==> config.mk <==
export PLATFORM = sky130hd
export DESIGN_NAME = mul_issue_arbiter
export DESIGN_NICKNAME = d
export VERILOG_FILES = /design/src/rtl/mul_issue_arbiter_pkg.sv /design/src/rtl/mul_issue_arbiter_age_select.sv /design/src/rtl/mul_issue_arbiter.sv
export SDC_FILE = /design/constraint.sdc
export NUM_CORES = 1
export LEC_CHECK = 0
export CAP_MARGIN = 15
export CORE_MARGIN = 3
export CORE_UTILIZATION = 45
export CTS_BUF_LIST = sky130_fd_sc_hd__clkbuf_16
export DETAILED_ROUTE_END_ITERATION = 10
export GPL_ROUTABILITY_DRIVEN = 0
export PLACE_DENSITY = 0.8
export SLEW_MARGIN = 20
export SYNTH_ARGS = -nofsm -noshare
export SYNTH_HDL_FRONTEND = slang
export SYNTH_HIERARCHICAL = 1
export SYNTH_SLANG_ARGS = --single-unit
==> constraint.sdc <==
create_clock -name clk -period 30.6 [get_ports clk]
set_input_delay 6.12 -clock clk [delete_from_list [all_inputs] [get_ports clk]]
set_output_delay 6.12 -clock clk [all_outputs]
set_load 0.02 [all_outputs]
==> src/rtl/mul_issue_arbiter_pkg.sv <==
// Shared types and modulo sequence-number age helpers for shared-unit issue arbiters.
package mul_issue_arbiter_pkg;

  localparam int SQN_W_DEF = 6;

  typedef logic [SQN_W_DEF-1:0] SqN_t;

  typedef enum logic {
    IDLE = 1'b0,
    BUSY = 1'b1
  } state_t;

  // Operands are zero-extended; shifting left by (32-w) keeps only the w-bit modulo difference in the MSBs.
  function automatic logic sqn_younger(input logic [31:0] a, input logic [31:0] b,
                                       input int unsigned w);
    logic [31:0] d;
    d = (a - b) << (32 - w);
    return $signed(d) > 32'sd0;
  endfunction

  function automatic logic sqn_older(input logic [31:0] a, input logic [31:0] b,
                                     input int unsigned w);
    logic [31:0] d;
    d = (a - b) << (32 - w);
    return $signed(d) < 32'sd0;
  endfunction

endpackage

==> src/rtl/mul_issue_arbiter_age_select.sv <==
// Combinational oldest-first selector: one-hot grant of the valid entry with the oldest sqN.
module age_select
  import mul_issue_arbiter_pkg::*;
#(
  parameter int NUM_PORTS = 2,
  parameter int SQN_W     = 6
) (
  input  logic [NUM_PORTS-1:0]       valid,
  input  logic [NUM_PORTS*SQN_W-1:0] sqn,
  output logic [NUM_PORTS-1:0]       grant
);

  logic             found;
  logic [SQN_W-1:0] best;
  logic [SQN_W-1:0] cur;

  // Linear scan with strict "older" keeps the result one-hot and favours the lowest port on ties.
  always_comb begin
    grant = '0;
    found = 1'b0;
    best  = '0;
    cur   = '0;
    for (int p = 0; p < NUM_PORTS; p++) begin
      cur = sqn[p*SQN_W +: SQN_W];
      if (valid[p] && (!found || sqn_older(32'(cur), 32'(best), SQN_W))) begin
        grant    = '0;
        grant[p] = 1'b1;
        best     = cur;
        found    = 1'b1;
      end
    end
  end

endmodule

==> src/rtl/mul_issue_arbiter.sv <==
// Shares one iterative multiplier between issue ports: per-port holding slots, oldest-first grant,
// single in-flight tracking and branch flush of slots, incoming uops and the in-flight op.
module mul_issue_arbiter
  import mul_issue_arbiter_pkg::*;
#(
  parameter int NUM_PORTS = 2,
  parameter int SQN_W     = 6,
  parameter int PAYLOAD_W = 165
) (
  input  logic                           clk,
  input  logic                           rst,
  input  logic                           IN_branch_taken,
  input  logic [SQN_W-1:0]               IN_branch_sqN,
  input  logic [NUM_PORTS-1:0]           IN_valid,
  input  logic [NUM_PORTS*SQN_W-1:0]     IN_sqN,
  input  logic [NUM_PORTS*PAYLOAD_W-1:0] IN_payload,
  output logic [NUM_PORTS-1:0]           OUT_ready,
  output logic                           OUT_unit_valid,
  output logic [SQN_W-1:0]               OUT_unit_sqN,
  output logic [PAYLOAD_W-1:0]           OUT_unit_payload,
  input  logic                           IN_unit_busy,
  input  logic                           IN_unit_done
);

  logic [NUM_PORTS-1:0]       slot_v;
  logic [SQN_W-1:0]           slot_sqn [NUM_PORTS];
  logic [PAYLOAD_W-1:0]       slot_pl  [NUM_PORTS];
  logic [NUM_PORTS-1:0]       slot_flush, elig, raw_grant, grant, ready, accept;
  logic [NUM_PORTS*SQN_W-1:0] slot_sqn_flat;
  logic [SQN_W-1:0]           in_sqn;
  state_t                     state, state_next;
  logic [SQN_W-1:0]           inflight_sqn;
  logic                       inflight_flush, unit_free;
  logic [SQN_W-1:0]           sel_sqn;
  logic [PAYLOAD_W-1:0]       sel_pl;

  always_comb begin
    slot_flush    = '0;
    elig          = '0;
    slot_sqn_flat = '0;
    for (int p = 0; p < NUM_PORTS; p++) begin
      slot_flush[p] = slot_v[p] && IN_branch_taken &&
                      sqn_younger(32'(slot_sqn[p]), 32'(IN_branch_sqN), SQN_W);
      elig[p]       = slot_v[p] && !slot_flush[p];
      slot_sqn_flat[p*SQN_W +: SQN_W] = slot_sqn[p];
    end
  end

  age_select #(
    .NUM_PORTS(NUM_PORTS),
    .SQN_W    (SQN_W)
  ) u_age_select (
    .valid(elig),
    .sqn  (slot_sqn_flat),
    .grant(raw_grant)
  );

  // A completing or flushed in-flight op frees the unit for a grant in the same cycle.
  assign inflight_flush = (state == BUSY) && IN_branch_taken &&
                          sqn_younger(32'(inflight_sqn), 32'(IN_branch_sqN), SQN_W);
  assign unit_free      = !IN_unit_busy && ((state == IDLE) || IN_unit_done || inflight_flush);
  assign grant          = unit_free ? raw_grant : '0;

  always_comb begin
    ready  = '0;
    accept = '0;
    in_sqn = '0;
    for (int p = 0; p < NUM_PORTS; p++) begin
      in_sqn    = IN_sqN[p*SQN_W +: SQN_W];
      ready[p]  = !rst && (!slot_v[p] || grant[p]);
      accept[p] = IN_valid[p] && ready[p] &&
                  !(IN_branch_taken && sqn_younger(32'(in_sqn), 32'(IN_branch_sqN), SQN_W));
    end
  end

  assign OUT_ready = ready;

  always_comb begin
    sel_sqn = '0;
    sel_pl  = '0;
    for (int p = 0; p < NUM_PORTS; p++) begin
      if (grant[p]) begin
        sel_sqn = slot_sqn[p];
        sel_pl  = slot_pl[p];
      end
    end
  end

  always_comb begin
    state_next = state;
    if (|grant) begin
      state_next = BUSY;
    end else if ((state == BUSY) && (IN_unit_done || inflight_flush)) begin
      state_next = IDLE;
    end
  end

  always_ff @(posedge clk) begin
    if (rst) begin
      state <= IDLE;
    end else begin
      state <= state_next;
    end
  end

  // Slot stage: a granted or flushed slot empties; a same-cycle accept refills it.
  always_ff @(posedge clk) begin
    for (int p = 0; p < NUM_PORTS; p++) begin
      if (rst) begin
        slot_v[p] <= 1'b0;
      end else if (accept[p]) begin
        slot_v[p] <= 1'b1;
      end else if (grant[p] || slot_flush[p]) begin
        slot_v[p] <= 1'b0;
      end
    end
  end

  always_ff @(posedge clk) begin
    for (int p = 0; p < NUM_PORTS; p++) begin
      if (accept[p]) begin
        slot_sqn[p] <= IN_sqN[p*SQN_W +: SQN_W];
        slot_pl[p]  <= IN_payload[p*PAYLOAD_W +: PAYLOAD_W];
      end
    end
  end

  always_ff @(posedge clk) begin
    if (|grant) begin
      inflight_sqn <= sel_sqn;
    end
  end

  // Issue stage: one-cycle strobe carrying the granted uop to the multiplier.
  always_ff @(posedge clk) begin
    if (rst) begin
      OUT_unit_valid   <= 1'b0;
      OUT_unit_sqN     <= '0;
      OUT_unit_payload <= '0;
    end else begin
      OUT_unit_valid <= |grant;
      if (|grant) begin
        OUT_unit_sqN     <= sel_sqn;
        OUT_unit_payload <= sel_pl;
      end
    end
  end

endmodule

Word level (Yosys, flattened, before mapping):

Memories as Yosys holds them, arrays and structs flattened.
Cells that the tools add are included.

* add/subtract/negate cells: 6
* multipliers: 0
* divide/modulo/power cells: 0
* magnitude comparators: 6
* equality and inequality tests: 0
* shift operators: 0
* mux-type cells: 19
* bitwise operators: 1
* reductions and logical operators: 40

Operators by type and width (count)
* 165-bit two-way mux: 2
* 32-bit by 1-bit > comparator with 1-bit output (second input constant): 5
* 6-bit subtractor: 6
* 32-bit by 1-bit < comparator with 1-bit output (second input constant): 1
* 1-bit logical AND: 19
* 6-bit two-way mux: 3
* 1-bit two-way mux: 12
* 1-bit zero test: 9
* 1-bit logical OR: 8
* 2-bit nonzero test: 3
* 2-bit two-way mux: 2
* 2-bit OR reduction: 1
* 1-bit inverter: 1

* register bits: 181
* bits in latches: 0
* memory bits (writable): 342
* bits in read-only memories: 0
* input bits: 355
* output and inout bits: 174
* word-level logic and storage cells: 81
* memories kept: 2

Memories
* slot_pl: depth 2, bits a word 165, rd ports 2, clocked after Yosys merged registers in 0, wr ports 2, RTL line mul_issue_arbiter.sv:27 `logic [PAYLOAD_W-1:0] slot_pl [NUM_PORTS];`
* slot_sqn: depth 2, bits a word 6, rd ports 2, clocked after Yosys merged registers in 0, wr ports 2, RTL line mul_issue_arbiter.sv:26 `logic [SQN_W-1:0] slot_sqn [NUM_PORTS];`

Depth between registers and ports, before layout:

Gate-level depths: netlist (run 1).
An unclocked memory read counts as a cell.

* depth in word-level cells: 19
* gate-level depth with buffers: 21
* gate-level depth less buffers: 19

By module:

Netlist (run 1), hierarchy kept.

Modules (own cells, without submodules)
* mul_issue_arbiter: times used 1, cells each 1524, area each 19920.4 um^2, sequential area each 13953.4 um^2
* age_select: times used 1, cells each 26, area each 180.2 um^2, sequential area each 0.0 um^2

Least setup slack after synthesis (run 1):

Ideal clock, no wire load.

* path kind: in2reg
* from: input port IN_branch_sqN[0]
* to: memory slot_pl[1][0], in the netlist slot_pl[0][165], enable pin
* setup time: 0.955 ns
* data arrival time: 21.621 ns
* required time: 29.645 ns
* slack: 8.024 ns
* stages on the path: 18
* path buffers: 1
* cells stage by stage: ha_1 fa_1 nand2b_1 a21oi_1 xor2_1 nor3_1 o31a_1 nand2_1 ha_1 a21oi_1 o21ba_2 nand3_1 a31oi_1 clkbuf_1 inv_1 nor2_1 nand2_1 a211oi_1

RTL lines
* from (decl): RTL line mul_issue_arbiter.sv:13 `input logic [SQN_W-1:0] IN_branch_sqN,`
* to (decl): RTL line mul_issue_arbiter.sv:27

Worst setup path in the final report (run 1):

* from: input port IN_branch_sqN[0]
* to: output port OUT_ready[1]

* cells in the longest elaborated chain, start to end: 14
* elaborated cells between the ends (all ways): 26
* those cells by class: 4 x add/sub; 4 x order compare; 4 x mux; 14 x reduce/logical

Ends and longest elaborated chain
* 6-bit subtractor *: RTL line mul_issue_arbiter_pkg.sv:17 `d = (a - b) << (32 - w);`
* 32-bit by 1-bit > comparator with 1-bit output *: RTL line mul_issue_arbiter_pkg.sv:18 `return $signed(d) > 32'sd0;`
* 1-bit logical AND *: RTL line mul_issue_arbiter.sv:42 `slot_flush[p] = slot_v[p] && IN_branch_taken &&`
* 1-bit zero test *: RTL line mul_issue_arbiter.sv:44 `elig[p] = slot_v[p] && !slot_flush[p];`
* 1-bit logical AND *: RTL line mul_issue_arbiter.sv:44
* via elig[0]: RTL line mul_issue_arbiter.sv:28 `logic [NUM_PORTS-1:0] slot_flush, elig, raw_grant, grant, ready, accept;`
* 6-bit two-way mux: RTL line mul_issue_arbiter_age_select.sv:25 `if (valid[p] && (!found || sqn_older(32'(cur), 32'(best), SQN_W))) begin`
* 6-bit subtractor: RTL line mul_issue_arbiter_pkg.sv:24 `d = (a - b) << (32 - w);`
* 32-bit by 1-bit < comparator with 1-bit output: RTL line mul_issue_arbiter_pkg.sv:25 `return $signed(d) < 32'sd0;`
* 1-bit logical OR *: RTL line mul_issue_arbiter_age_select.sv:25
* 1-bit logical AND *: RTL line mul_issue_arbiter_age_select.sv:25
* 2-bit two-way mux *: RTL line mul_issue_arbiter_age_select.sv:25
* via raw_grant[1]: RTL line mul_issue_arbiter.sv:28
* 2-bit two-way mux *: RTL line mul_issue_arbiter.sv:62 `assign grant = unit_free ? raw_grant : '0;`
* 1-bit logical OR *: RTL line mul_issue_arbiter.sv:70 `ready[p] = !rst && (!slot_v[p] || grant[p]);`
* 1-bit logical AND *: RTL line mul_issue_arbiter.sv:70
* to (decl): RTL line mul_issue_arbiter.sv:17 `output logic [NUM_PORTS-1:0] OUT_ready,`

The timed path passes the listed nets; every way through them passes the cells marked *.

==> impl_results.rst, run 1 <==
.. list-table::
   :header-rows: 1

   * - Metric
     - Value
   * - Run status
     - completed
   * - Antenna Violating Nets Remaining
     - 0
   * - Sinks on the clock net
     - 523
   * - Kind of end point of the critical path
     - output port
   * - Dpl hpwl
     - 41650 um
   * - Count of unresolved DRC violations after routing
     - 0
   * - Footprint of the multi-input gates
     - 0.005538 sq mm
   * - Global-route wire length before repair
     - 93610 um
   * - H-tree depth reported by CTS
     - 2
   * - Area occupied by registers
     - 0.01395 sq mm
   * - Average wire per cell in the routed design
     - 24.11 um
   * - Vias in the first global route
     - 15464
   * - Post-Syn Nets
     - 1939
   * - Number of synthesis warnings
     - 6
   * - Worst-case clock skew
     - 0.02080 ns
   * - Dominant synthesized flop cell
     - sky130_fd_sc_hd__edfxtp_1
   * - Clock latency reported for the late side of the worst-skew pair
     - 0.58 ns
   * - Share of layout cells above drive strength 1
     - 0.05095
   * - Share of synthesized registers carrying an async set or reset
     - 0
   * - Worst ir drop on vdd
     - 0.05691 mV
   * - Core area
     - 0.04355 sq mm
   * - Leakage
     - 9.326 nW
   * - Final wirelength
     - 63900 um
   * - Most common cell after layout, fill and taps aside
     - sky130_fd_sc_hd__clkdlybuf4s50_1
   * - Slew Limit Fails
     - 0
   * - Number of distinct library cell variants in the gate-level netlist after synthesis
     - 41
   * - CP startpoint kind
     - input pin
   * - Maximum clock insertion buffer count
     - 3
   * - TritonCTS buffer count
     - 52
   * - Final period util
     - 0.5586
   * - Fill cell count
     - 3251
   * - FP Rows
     - 76
   * - Sum Neg Setup Slack
     - 0 ns
   * - First-pass iteration count of the detailed router
     - 5
   * - Required time at the worst-slack endpoint
     - 24.48 ns
   * - Fraction of the yosys area taken by sequential cells
     - 0.6942
   * - Number of nets in the layout
     - 2406
   * - Arrival time at the worst endpoint
     - 10.97 ns
   * - PortBufs
     - 528
   * - Pin count of the biggest net entering global routing
     - 172
   * - Post-CTS Repair Setup Buffers
     - 0
   * - Setup Crit Path Kind
     - input pin to output port
   * - CTS tree
     - built
   * - Post-DR vias/cell
     - 5.778
   * - Violation count after the first detailed-routing iteration
     - 1562
   * - All-Layer GR Usage
     - 0.2583
   * - Number of synthesized register bits
     - 523
   * - Transition at the pin with the smallest max-transition slack
     - 1.226 ns
   * - Count of endpoints failing hold in the final timing report
     - 0
   * - Commonest cells after routing, fill and taps aside
     - sky130_fd_sc_hd__clkdlybuf4s50_1 (527), sky130_fd_sc_hd__edfxtp_1 (348), sky130_fd_sc_hd__a21oi_1 (193), sky130_fd_sc_hd__dfxtp_1 (175), sky130_fd_sc_hd__nand3_1 (175)
   * - Number of cells produced by synthesis
     - 1550
   * - Total power of the final layout
     - 1.733 mW
   * - Number of placed I/O pins
     - 529
   * - Die Area
     - 0.04724 sq mm
   * - Number of maximum-capacitance constraint violations
     - 0
   * - Area growth, synth to finish
     - 36.58%
   * - Y dimension of the die
     - 217.3 um
   * - Max transition margin
     - 0.1824
   * - Initial antenna violation count
     - 6
   * - PD cells
     - 63.13 mW/mm^2
   * - Total via count in the routed design
     - 15317
   * - Buffer type at the clock tree root
     - sky130_fd_sc_hd__clkbuf_16
   * - Summed instance area of the synthesized netlist
     - 0.02010 sq mm
   * - CTS hold repair buffers
     - 0
   * - Min-Delay Path Class
     - flip-flop to flip-flop
   * - Clock slew at the register clock pins of the worst setup and hold paths
     - 0.06 ns
   * - Initial Utilization
     - 0.4615
   * - Post-synth EDFFs
     - 348
   * - Setup Viol. Count Final
     - 0
   * - Highest clock rate
     - 58.50 MHz
   * - Avg Inst Size Synth
     - 12.97 sq um
   * - Setup repair after global routing missed its margin
     - false
   * - Remaining Overflow, GRT
     - 0
   * - X dimension of the die
     - 217.3 um
   * - Maximum fanout along the worst path
     - 8
   * - Post-cts sizing count
     - 0
   * - Min Clock Period, post-route
     - 17.09 ns
[path summary, 6_finish.rpt]
kind | cells after the start | slack [ns] | start | end
max | 19 | 13.51 | IN_branch_sqN[0] | OUT_ready[1]
min | 2 | 0.47 | OUT_unit_payload[48] | OUT_unit_payload[48]
max reg2reg | 21 | 23.96 | slot_sqn[0][0] | OUT_unit_payload[16]
min reg2reg | 2 | 0.47 | OUT_unit_payload[48] | OUT_unit_payload[48]
[worst max-delay path: stages]
cell and delay (ns):
sky130_fd_sc_hd__clkdlybuf4s50_1 0.57, sky130_fd_sc_hd__ha_1 0.32, sky130_fd_sc_hd__fa_1 0.43, sky130_fd_sc_hd__nand2b_1 0.17, sky130_fd_sc_hd__a21oi_1 0.15, sky130_fd_sc_hd__xor2_1 0.09, sky130_fd_sc_hd__nor3_1 0.14, sky130_fd_sc_hd__o31a_1 0.37
sky130_fd_sc_hd__nand2_1 0.09, sky130_fd_sc_hd__ha_1 0.33, sky130_fd_sc_hd__nand4_1 0.12, sky130_fd_sc_hd__o21ai_0 0.25, sky130_fd_sc_hd__o21ai_0 0.23, sky130_fd_sc_hd__a31oi_4 0.21, sky130_fd_sc_hd__inv_1 0.14, sky130_fd_sc_hd__nor2_1 0.21
sky130_fd_sc_hd__nand2_1 0.15, sky130_fd_sc_hd__a21oi_1 0.19, sky130_fd_sc_hd__clkdlybuf4s50_1 0.68
[cell type report]
cell class | instances | share of cell area
antenna | 5 | 0.0004558
clock buffer | 54 | 0.04922
clock inverter | 44 | 0.01240
inverter | 24 | 0.003464
multi-input combinational | 871 | 0.2017
sequential | 523 | 0.5083
tap | 585 | 0.02666
timing repair buffer | 545 | 0.1978
[power by group]
part           leakage, nW  internal [mW]  switching (mW)
clock network        0.864          0.362           0.268
registers             4.64          0.807          0.0205
logic                 3.82          0.122           0.153
total                 9.33           1.29           0.442
[kinds of logic after synthesis]
| logic type | share of synthesized area |
|---|---|
| AND/OR/NAND/NOR | 0.05833 |
| adder cells (fa/ha/maj) | 0.02303 |
| buffers and inverters | 0.03461 |
| XOR/XNOR | 0.01176 |
| AO/OA/AOI/OAI | 0.1781 |
| flip-flops | 0.6942 |
[registers in the layout, indices dropped and copies added (netlist names)]
| signal | flops |
|---|---|
| OUT_unit_valid | 1 |
| inflight_sqn | 6 |
| slot_pl | 330 |
| slot_v | 2 |
| state | 1 |
| OUT_unit_sqN | 6 |
| slot_sqn | 12 |
| OUT_unit_payload | 165 |
[per-stage QoR]
stage / utilization / area [sq um] / hold slack (ns) / setup slack, ns / cells
floorplan: - / 20100 / 0.5539 / 8.024 / 1550
global placement: 0.5911 / 25740 / 0.4621 / 13.81 / 2548
detailed placement: 0.5912 / 25750 / 0.4669 / 13.64 / 2548
CTS: 0.6301 / 27440 / 0.4756 / 13.58 / 2646
global route: 0.6303 / 27450 / 0.4958 / 13.17 / 2651
finish: 0.6303 / 27450 / 0.4749 / 13.51 / 2651
[cell usage after synthesis (4+ instances only)]
cell type                  instances  area, sq um
sky130_fd_sc_hd__a211oi_1          5        37.54
sky130_fd_sc_hd__a21oi_1         193        965.9
sky130_fd_sc_hd__a22o_1          165         1445
sky130_fd_sc_hd__buf_2            18        90.09
sky130_fd_sc_hd__buf_4            13        97.59
sky130_fd_sc_hd__buf_6             5        56.30
sky130_fd_sc_hd__clkbuf_1         95        356.6
sky130_fd_sc_hd__dfxtp_1         175         3503
sky130_fd_sc_hd__edfxtp_1        348        10450
sky130_fd_sc_hd__fa_1              5        100.1
sky130_fd_sc_hd__ha_1             29        362.9
sky130_fd_sc_hd__inv_1            23        86.33
sky130_fd_sc_hd__nand2_1          13        48.80
sky130_fd_sc_hd__nand2b_1          8        50.05
sky130_fd_sc_hd__nand3_1         175        875.8
sky130_fd_sc_hd__nor2_1           23        86.33
sky130_fd_sc_hd__nor3_1            4        20.02
sky130_fd_sc_hd__o21ai_0          31        155.2
sky130_fd_sc_hd__o21ai_1         151        755.7
sky130_fd_sc_hd__o22ai_1           6        37.54
sky130_fd_sc_hd__o31ai_1           7        52.55
sky130_fd_sc_hd__or2_2             4        25.02
sky130_fd_sc_hd__xnor2_1          12        105.1
sky130_fd_sc_hd__xor2_1           15        131.4
[layer usage]
layer	track usage	wire length, um	vias up
met5	0	13	-
met4	0.1207	3041	2
met3	0.05278	4847	165
met2	0.4356	31850	781
met1	0.3209	24160	7500
li1	-	-	6869
Power figures use the tool's default switching activity.
==> run 2: changes to the inputs <==
- clock period: 30.6 -> 17.8 ns (I/O delays scaled with it)
==> run 2 against run 1 <==
Net effect:
- combinational power rose by 70%
- core utilization rose by 0.16 points
- clock power increased by 73%
- flip-flop and latch count unchanged
- via count about the same
- worst hold slack better by 0.0042 ns
- power increased by 72%
- cell count is 0.49% higher
- critical path type unchanged
- critical endpoint unchanged
- largest cell class unchanged
- largest power group unchanged
==> impl_results.rst, run 2 (synthesized netlist as in run 1, its figures left out) <==
.. list-table::
   :header-rows: 1

   * - Metric
     - Value
   * - Run status
     - completed
   * - Final cell area excluding filler cells
     - 0.02752 sq mm
   * - Number of nets in the layout
     - 2409
   * - Setup repair after global routing missed its margin
     - false
   * - H-tree depth reported by CTS
     - 2
   * - PortBufs
     - 528
   * - Maximum fanout along the worst path
     - 91
   * - Clock slew at the register clock pins of the worst setup and hold paths
     - 0.06 ns
   * - Commonest cells after routing, fill and taps aside
     - sky130_fd_sc_hd__clkdlybuf4s50_1 (527), sky130_fd_sc_hd__edfxtp_1 (348), sky130_fd_sc_hd__a21oi_1 (193), sky130_fd_sc_hd__dfxtp_1 (175), sky130_fd_sc_hd__nand3_1 (175)
   * - Leakage
     - 9.361 nW
   * - Met3 track demand over resource
     - 0.05655
   * - Capture point of the worst path
     - OUT_ready[1]
   * - First-pass iteration count of the detailed router
     - 5
   * - Clock latency reported for the late side of the worst-skew pair
     - 0.60 ns
   * - Average wire per cell in the routed design
     - 23.91 um
   * - PD cells
     - 108.4 mW/mm^2
   * - Most common cell after layout, fill and taps aside
     - sky130_fd_sc_hd__clkdlybuf4s50_1
   * - Count of unresolved DRC violations after routing
     - 0
   * - Buffer type at the clock tree root
     - sky130_fd_sc_hd__clkbuf_16
   * - CP startpoint kind
     - input pin
   * - Sw Share
     - 0.2542
   * - Proportion of power drawn by flip-flops and latches
     - 0.476
   * - All-Layer GR Usage
     - 0.2590
   * - Pin count of the biggest net entering global routing
     - 174
   * - Flip-flop count of the largest register, all copies and words added
     - 330
   * - Most flop-heavy register
     - slot_pl
   * - Slew Limit Fails
     - 0
   * - Final wirelength
     - 63690 um
   * - Total via count in the routed design
     - 15329
   * - Worst setup slack after layout
     - 5.497 ns
   * - Worst ir drop on vdd
     - 0.08500 mV
   * - Setup Viol. Count Final
     - 0
   * - Final standard cell utilization of the core
     - 0.6319
   * - Count of endpoints failing hold in the final timing report
     - 0
   * - Fraction of power consumed by combinational cells
     - 0.157
   * - CTS hold repair buffers
     - 0
   * - Core area
     - 0.04355 sq mm
   * - Post-cts sizing count
     - 0
   * - Y dimension of the die
     - 217.3 um
   * - Post-CTS Repair Setup Buffers
     - 0
   * - Global-route layer with the greatest usage
     - met2
   * - Kind of end point of the critical path
     - output port
   * - Sinks on the clock net
     - 523
   * - TritonCTS buffer count
     - 52
   * - Worst slack at placement
     - 5.529 ns
   * - Met1 global-route usage
     - 0.3109
   * - Share of layout cells above drive strength 1
     - 0.05329
   * - Total power of the final layout
     - 2.984 mW
   * - Largest registers ranked by flip-flop count
     - slot_pl (330), OUT_unit_payload (165), slot_sqn (12)
   * - Final period util
     - 0.6912
   * - Cell area after placement
     - 0.02577 sq mm
   * - Start point of the critical path
     - IN_branch_sqN[1]
   * - Initial antenna violation count
     - 17
   * - Area growth, synth to finish
     - 36.91%
   * - FF-to-FF path depth
     - 21
   * - Global-route wire length before repair
     - 94010 um
   * - FP Rows
     - 76
   * - Initial Utilization
     - 0.4615
   * - Number of cells in the finished layout apart from fillers
     - 2664
   * - Min-Delay Path Class
     - flip-flop to flip-flop
   * - Required time at the worst-slack endpoint
     - 14.24 ns
   * - Number of maximum-capacitance constraint violations
     - 0
   * - Part of the power in the clock network
     - 0.366
   * - Setup Crit Path Kind
     - input pin to output port
   * - Sum Neg Setup Slack
     - 0 ns
   * - R2r endpoint
     - OUT_unit_sqN[4]
   * - CTS tree
     - built
   * - Fill cell count
     - 3230
   * - Max transition margin
     - 0.2341
   * - Placed Cells incl. Taps
     - 2551
   * - Register-to-register path setup slack
     - 11.64 ns
   * - Remaining Overflow, GRT
     - 0
   * - Vias in the first global route
     - 15585
   * - Highest clock rate
     - 81.28 MHz
   * - Reported net switching power
     - 0.7587 mW
   * - Number of placed I/O pins
     - 529
   * - Internal portion of total power
     - 2.226 mW
   * - Maximum clock insertion buffer count
     - 3
   * - X dimension of the die
     - 217.3 um
   * - Min Clock Period, post-route
     - 12.30 ns
   * - Crit Reg-Reg Startpoint
     - slot_sqn[0][0]
   * - Dpl hpwl
     - 42020 um
   * - Post-DR vias/cell
     - 5.754
   * - Transition at the pin with the smallest max-transition slack
     - 1.149 ns
   * - Worst-case clock skew
     - 0.03193 ns
   * - Antenna Violating Nets Remaining
     - 0
   * - Die Area
     - 0.04724 sq mm
   * - Violation count after the first detailed-routing iteration
     - 1736
   * - WHS
     - 0.4791 ns
   * - Met2 usage in global routing
     - 0.4406
   * - Arrival time at the worst endpoint
     - 8.74 ns
run 2: cell count changes in the layout (fill, tap and decap cells not counted), moves of 2 or more:
cell                         previous run  this run
sky130_fd_sc_hd__inv_1                 37        35
sky130_fd_sc_hd__clkinvlp_4             5         2
sky130_fd_sc_hd__diode_2                5        15
sky130_fd_sc_hd__clkinv_2               4        10
sky130_fd_sc_hd__buf_4                 15        18
sky130_fd_sc_hd__inv_6                  4         2
run 2: worst max-delay path, stage by stage:
cell and delay [ns]:
sky130_fd_sc_hd__clkdlybuf4s50_1 0.68, sky130_fd_sc_hd__inv_1 0.25, sky130_fd_sc_hd__fa_1 0.51, sky130_fd_sc_hd__a31oi_1 0.23, sky130_fd_sc_hd__xnor2_1 0.17, sky130_fd_sc_hd__nor3_2 0.12, sky130_fd_sc_hd__o311ai_4 0.26, sky130_fd_sc_hd__buf_4 0.80
sky130_fd_sc_hd__buf_4 0.91, sky130_fd_sc_hd__nand2_1 0.25, sky130_fd_sc_hd__a21oi_1 0.24, sky130_fd_sc_hd__clkdlybuf4s50_1 0.63
run 2: cell type report:
class                      count  area (sq um)  share of cell area
inverter                      24         95.09            0.003455
clock inverter                45         385.4             0.01400
timing repair buffer         548          5453              0.1981
multi-input combinational    871          5538              0.2012
clock buffer                  53          1326             0.04819
sequential                   523         13950              0.5070
antenna                       15         37.54            0.001364
tap                          585         732.0             0.02660
run 2: power by group through the flow:
stage	Sequential, mW	Clock [mW]	Combinational (mW)
CTS	1.42	1.11	0.468
detailed placement	1.44	0	0.466
global placement	1.44	0	0.455
finish	1.42	1.09	0.470
floorplan	1.49	0	0.207
global route	1.43	1.16	0.500
run 2: layer usage:
metal,share of wire,wire (um)
met4,0.049,3141
met3,0.083,5282
met5,0.00049,31
met1,0.36,23080
met2,0.50,32150
run 2: how the worst min path moves through the flow:
stage | to | slack (ns) | cells after the start | start
2_1_floorplan | OUT_unit_payload[31] | 0.55 | 2 | OUT_unit_payload[31]
3_3_place_gp | OUT_unit_payload[47] | 0.46 | 2 | OUT_unit_payload[47]
3_5_place_dp | OUT_unit_payload[40] | 0.47 | 2 | OUT_unit_payload[40]
4_1_cts | OUT_unit_payload[40] | 0.48 | 2 | OUT_unit_payload[40]
5_1_grt | OUT_unit_payload[25] | 0.50 | 2 | OUT_unit_payload[25]
6_report | OUT_unit_payload[163] | 0.48 | 2 | OUT_unit_payload[163]
==> run 3: changes to the inputs <==
- CORE_UTILIZATION: 45 -> 44
- PLACE_DENSITY: 0.8 -> 0.81
- clock period: 17.8 -> 9.9 ns (I/O delays scaled with it)
==> run 3 against run 2 <==
Net effect:
- clock-buffer cell count unchanged
- worst setup slack worse by 4.8 ns
- sequential share of layout area up 0.065 points
- non-clock buffer count down 2
- core utilization down 1.7 points
- die area up 2.2%
- largest power group unchanged
==> impl_results.rst, run 3 (synthesized netlist as in run 1, its figures left out) <==
.. list-table::
   :header-rows: 1

   * - Metric
     - Value
   * - FP Rows
     - 77
   * - Worst setup slack after layout
     - 0.6508 ns
   * - Start point of the critical path
     - IN_branch_sqN[1]
   * - Crit-path slowest cell
     - sky130_fd_sc_hd__clkdlybuf4s50_1
   * - Die Area
     - 0.04828 sq mm
   * - All-Layer GR Usage
     - 0.2500
   * - CTS hold repair buffers
     - 0
   * - H-tree depth reported by CTS
     - 2
   * - PortBufs
     - 528
   * - Cell area after placement
     - 0.02580 sq mm
   * - Worst ir drop on vdd
     - 0.1556 mV
   * - Run status
     - completed
   * - Capture point of the worst path
     - OUT_ready[1]
   * - FF-to-FF path depth
     - 19
   * - CP max stage delay
     - 0.73 ns
   * - Kind of end point of the critical path
     - output port
   * - Maximum fanout along the worst path
     - 11
   * - Remaining Overflow, GRT
     - 0
   * - Post-DR vias/cell
     - 5.790
   * - Count of unresolved DRC violations after routing
     - 0
   * - Most common cell after layout, fill and taps aside
     - sky130_fd_sc_hd__clkdlybuf4s50_1
   * - Final period util
     - 0.9343
   * - Final wirelength
     - 63100 um
   * - Vias in the first global route
     - 15442
   * - Highest clock rate
     - 108.1 MHz
   * - Slew Limit Fails
     - 0
   * - Number of nets in the layout
     - 2408
   * - Dpl hpwl
     - 41370 um
   * - Antenna Violating Nets Remaining
     - 0
   * - Post-cts sizing count
     - 0
   * - Initial antenna violation count
     - 8
   * - Worst slack at placement
     - 0.8181 ns
   * - TritonCTS buffer count
     - 53
   * - Pin count of the biggest net entering global routing
     - 172
   * - Violation count after the first detailed-routing iteration
     - 1555
   * - Y dimension of the die
     - 219.7 um
   * - Sinks on the clock net
     - 523
   * - Buffer type at the clock tree root
     - sky130_fd_sc_hd__clkbuf_16
   * - Clock slew at the register clock pins of the worst setup and hold paths
     - 0.06 ns
   * - Clock latency reported for the late side of the worst-skew pair
     - 0.61 ns
   * - Final standard cell utilization of the core
     - 0.6148
   * - Setup repair after global routing missed its margin
     - false
   * - Most flop-heavy register
     - slot_pl
   * - Average wire per cell in the routed design
     - 23.70 um
   * - Core area
     - 0.04470 sq mm
   * - Global-route wire length before repair
     - 92400 um
   * - Min-Delay Path Class
     - flip-flop to flip-flop
   * - Number of maximum-capacitance constraint violations
     - 0
   * - Transition at the pin with the smallest max-transition slack
     - 1.184 ns
   * - CP startpoint kind
     - input pin
   * - Setup Crit Path Kind
     - input pin to output port
   * - Setup Viol. Count Final
     - 0
   * - Sum Neg Setup Slack
     - 0 ns
   * - Arrival time at the worst endpoint
     - 7.27 ns
   * - Number of placed I/O pins
     - 529
   * - Total power of the final layout
     - 5.315 mW
   * - Commonest cells after routing, fill and taps aside
     - sky130_fd_sc_hd__clkdlybuf4s50_1 (527), sky130_fd_sc_hd__edfxtp_1 (348), sky130_fd_sc_hd__a21oi_1 (193), sky130_fd_sc_hd__dfxtp_1 (175), sky130_fd_sc_hd__nand3_1 (175)
   * - Count of endpoints failing hold in the final timing report
     - 0
   * - Cell depth of the worst setup path
     - 19
   * - Combined buffer and inverter count along the critical path
     - 4
   * - Worst-case clock skew
     - 0.02276 ns
   * - Largest registers ranked by flip-flop count
     - slot_pl (330), OUT_unit_payload (165), slot_sqn (12)
   * - X dimension of the die
     - 219.7 um
   * - Maximum clock insertion buffer count
     - 3
   * - PD cells
     - 193.4 mW/mm^2
   * - Flip-flop count of the largest register, all copies and words added
     - 330
   * - Total via count in the routed design
     - 15418
   * - Area growth, synth to finish
     - 36.74%
   * - Top cell family by delay on the critical path
     - buffers and inverters
   * - Min Clock Period, post-route
     - 9.249 ns
   * - Share of layout cells above drive strength 1
     - 0.05090
   * - Crit Reg-Reg Startpoint
     - slot_sqn[0][0]
   * - First-pass iteration count of the detailed router
     - 7
   * - Initial Utilization
     - 0.4496
   * - Leakage
     - 9.340 nW
   * - Max transition margin
     - 0.2106
   * - Cells along the critical path
     - clkdlybuf4s50_1, inv_1, ha_1, nand2b_1, a21oi_1, xor2_1, nor3_1, o31a_1, nand2_1, ha_1, nand4_1, o21ai_0, o21ai_0, a31oi_4, inv_1, nor2_1, nand2_1, a21oi_1, clkdlybuf4s50_1
   * - Post-CTS Repair Setup Buffers
     - 0
   * - CTS tree
     - built
   * - Required time at the worst-slack endpoint
     - 7.92 ns
   * - R2r endpoint
     - slot_pl[0][237]
   * - Final cell area excluding filler cells
     - 0.02749 sq mm
   * - Register-to-register path setup slack
     - 4.27 ns
## run 3: cell types whose count changed in the layout (fill, tap and decap cells not counted), moves of 3 or more
cell,change
sky130_fd_sc_hd__diode_2,-7
sky130_fd_sc_hd__buf_4,-4
sky130_fd_sc_hd__bufinv_16,-3
sky130_fd_sc_hd__clkinv_2,-3
sky130_fd_sc_hd__buf_12,+3
## run 3: worst min-delay path by stage
stage / slack (ns) / depth (start not counted) / from / endpoint
3_3_place_gp: 0.46 / 2 / OUT_unit_payload[48] / OUT_unit_payload[48]
4_1_cts: 0.48 / 2 / OUT_unit_payload[40] / OUT_unit_payload[40]
2_1_floorplan: 0.55 / 2 / OUT_unit_payload[31] / OUT_unit_payload[31]
3_5_place_dp: 0.47 / 2 / OUT_unit_payload[40] / OUT_unit_payload[40]
5_1_grt: 0.50 / 2 / OUT_unit_payload[2] / OUT_unit_payload[2]
6_report: 0.48 / 2 / OUT_unit_payload[150] / OUT_unit_payload[150]
## run 3: worst reg2reg max path: stages, from the launching register on
cell and delay, ns:
sky130_fd_sc_hd__edfxtp_1 0.45, sky130_fd_sc_hd__inv_1 0.08, sky130_fd_sc_hd__ha_1 0.22, sky130_fd_sc_hd__fa_1 0.41, sky130_fd_sc_hd__nand2b_1 0.16, sky130_fd_sc_hd__a21oi_1 0.16, sky130_fd_sc_hd__xor2_1 0.08, sky130_fd_sc_hd__nor3_1 0.15
sky130_fd_sc_hd__o31a_1 0.37, sky130_fd_sc_hd__nand2_1 0.11, sky130_fd_sc_hd__ha_1 0.35, sky130_fd_sc_hd__nand4_1 0.12, sky130_fd_sc_hd__o21ai_0 0.22, sky130_fd_sc_hd__o21ai_0 0.20, sky130_fd_sc_hd__a31oi_4 0.42, sky130_fd_sc_hd__inv_1 0.21
sky130_fd_sc_hd__nor2_1 0.23, sky130_fd_sc_hd__nand2_1 0.15, sky130_fd_sc_hd__a211oi_4 0.44, sky130_fd_sc_hd__buf_4 0.65
## run 3: stage by stage
stage          cells  hold WS (ns)
6_report        2663        0.4772
5_1_grt         2661        0.4964
4_1_cts         2655        0.4776
3_5_place_dp    2556        0.4694
3_3_place_gp    2556        0.4610
2_1_floorplan   1550        0.5539
## run 3: final cells by class
type                            instances  area (sq um)
Tap cell                              592         740.7
Antenna cell                            8         20.02
Sequential cell                       523         13950
Fill cell                            3441         17220
Inverter                               24         95.09
Clock inverter                         46         340.3
Clock buffer                           53          1326
Multi-Input combinational cell        871          5538
Timing Repair Buffer                  546          5472
## run 3: routing by layer
metal,global-route usage,part of all wire,vias up
met3,0.05695,0.089,188
met2,0.4190,0.50,928
met5,0,0.00021,-
met1,0.3029,0.37,7435
met4,0.1292,0.049,2
li1,-,-,6865
## run 3: power by group
group          leakage [nW]  switching (mW)  total (mW)  internal, mW
Sequential             4.64          0.0617        2.55          2.49
Combinational          3.84           0.470       0.851         0.381
Clock                 0.860           0.853        1.91          1.06
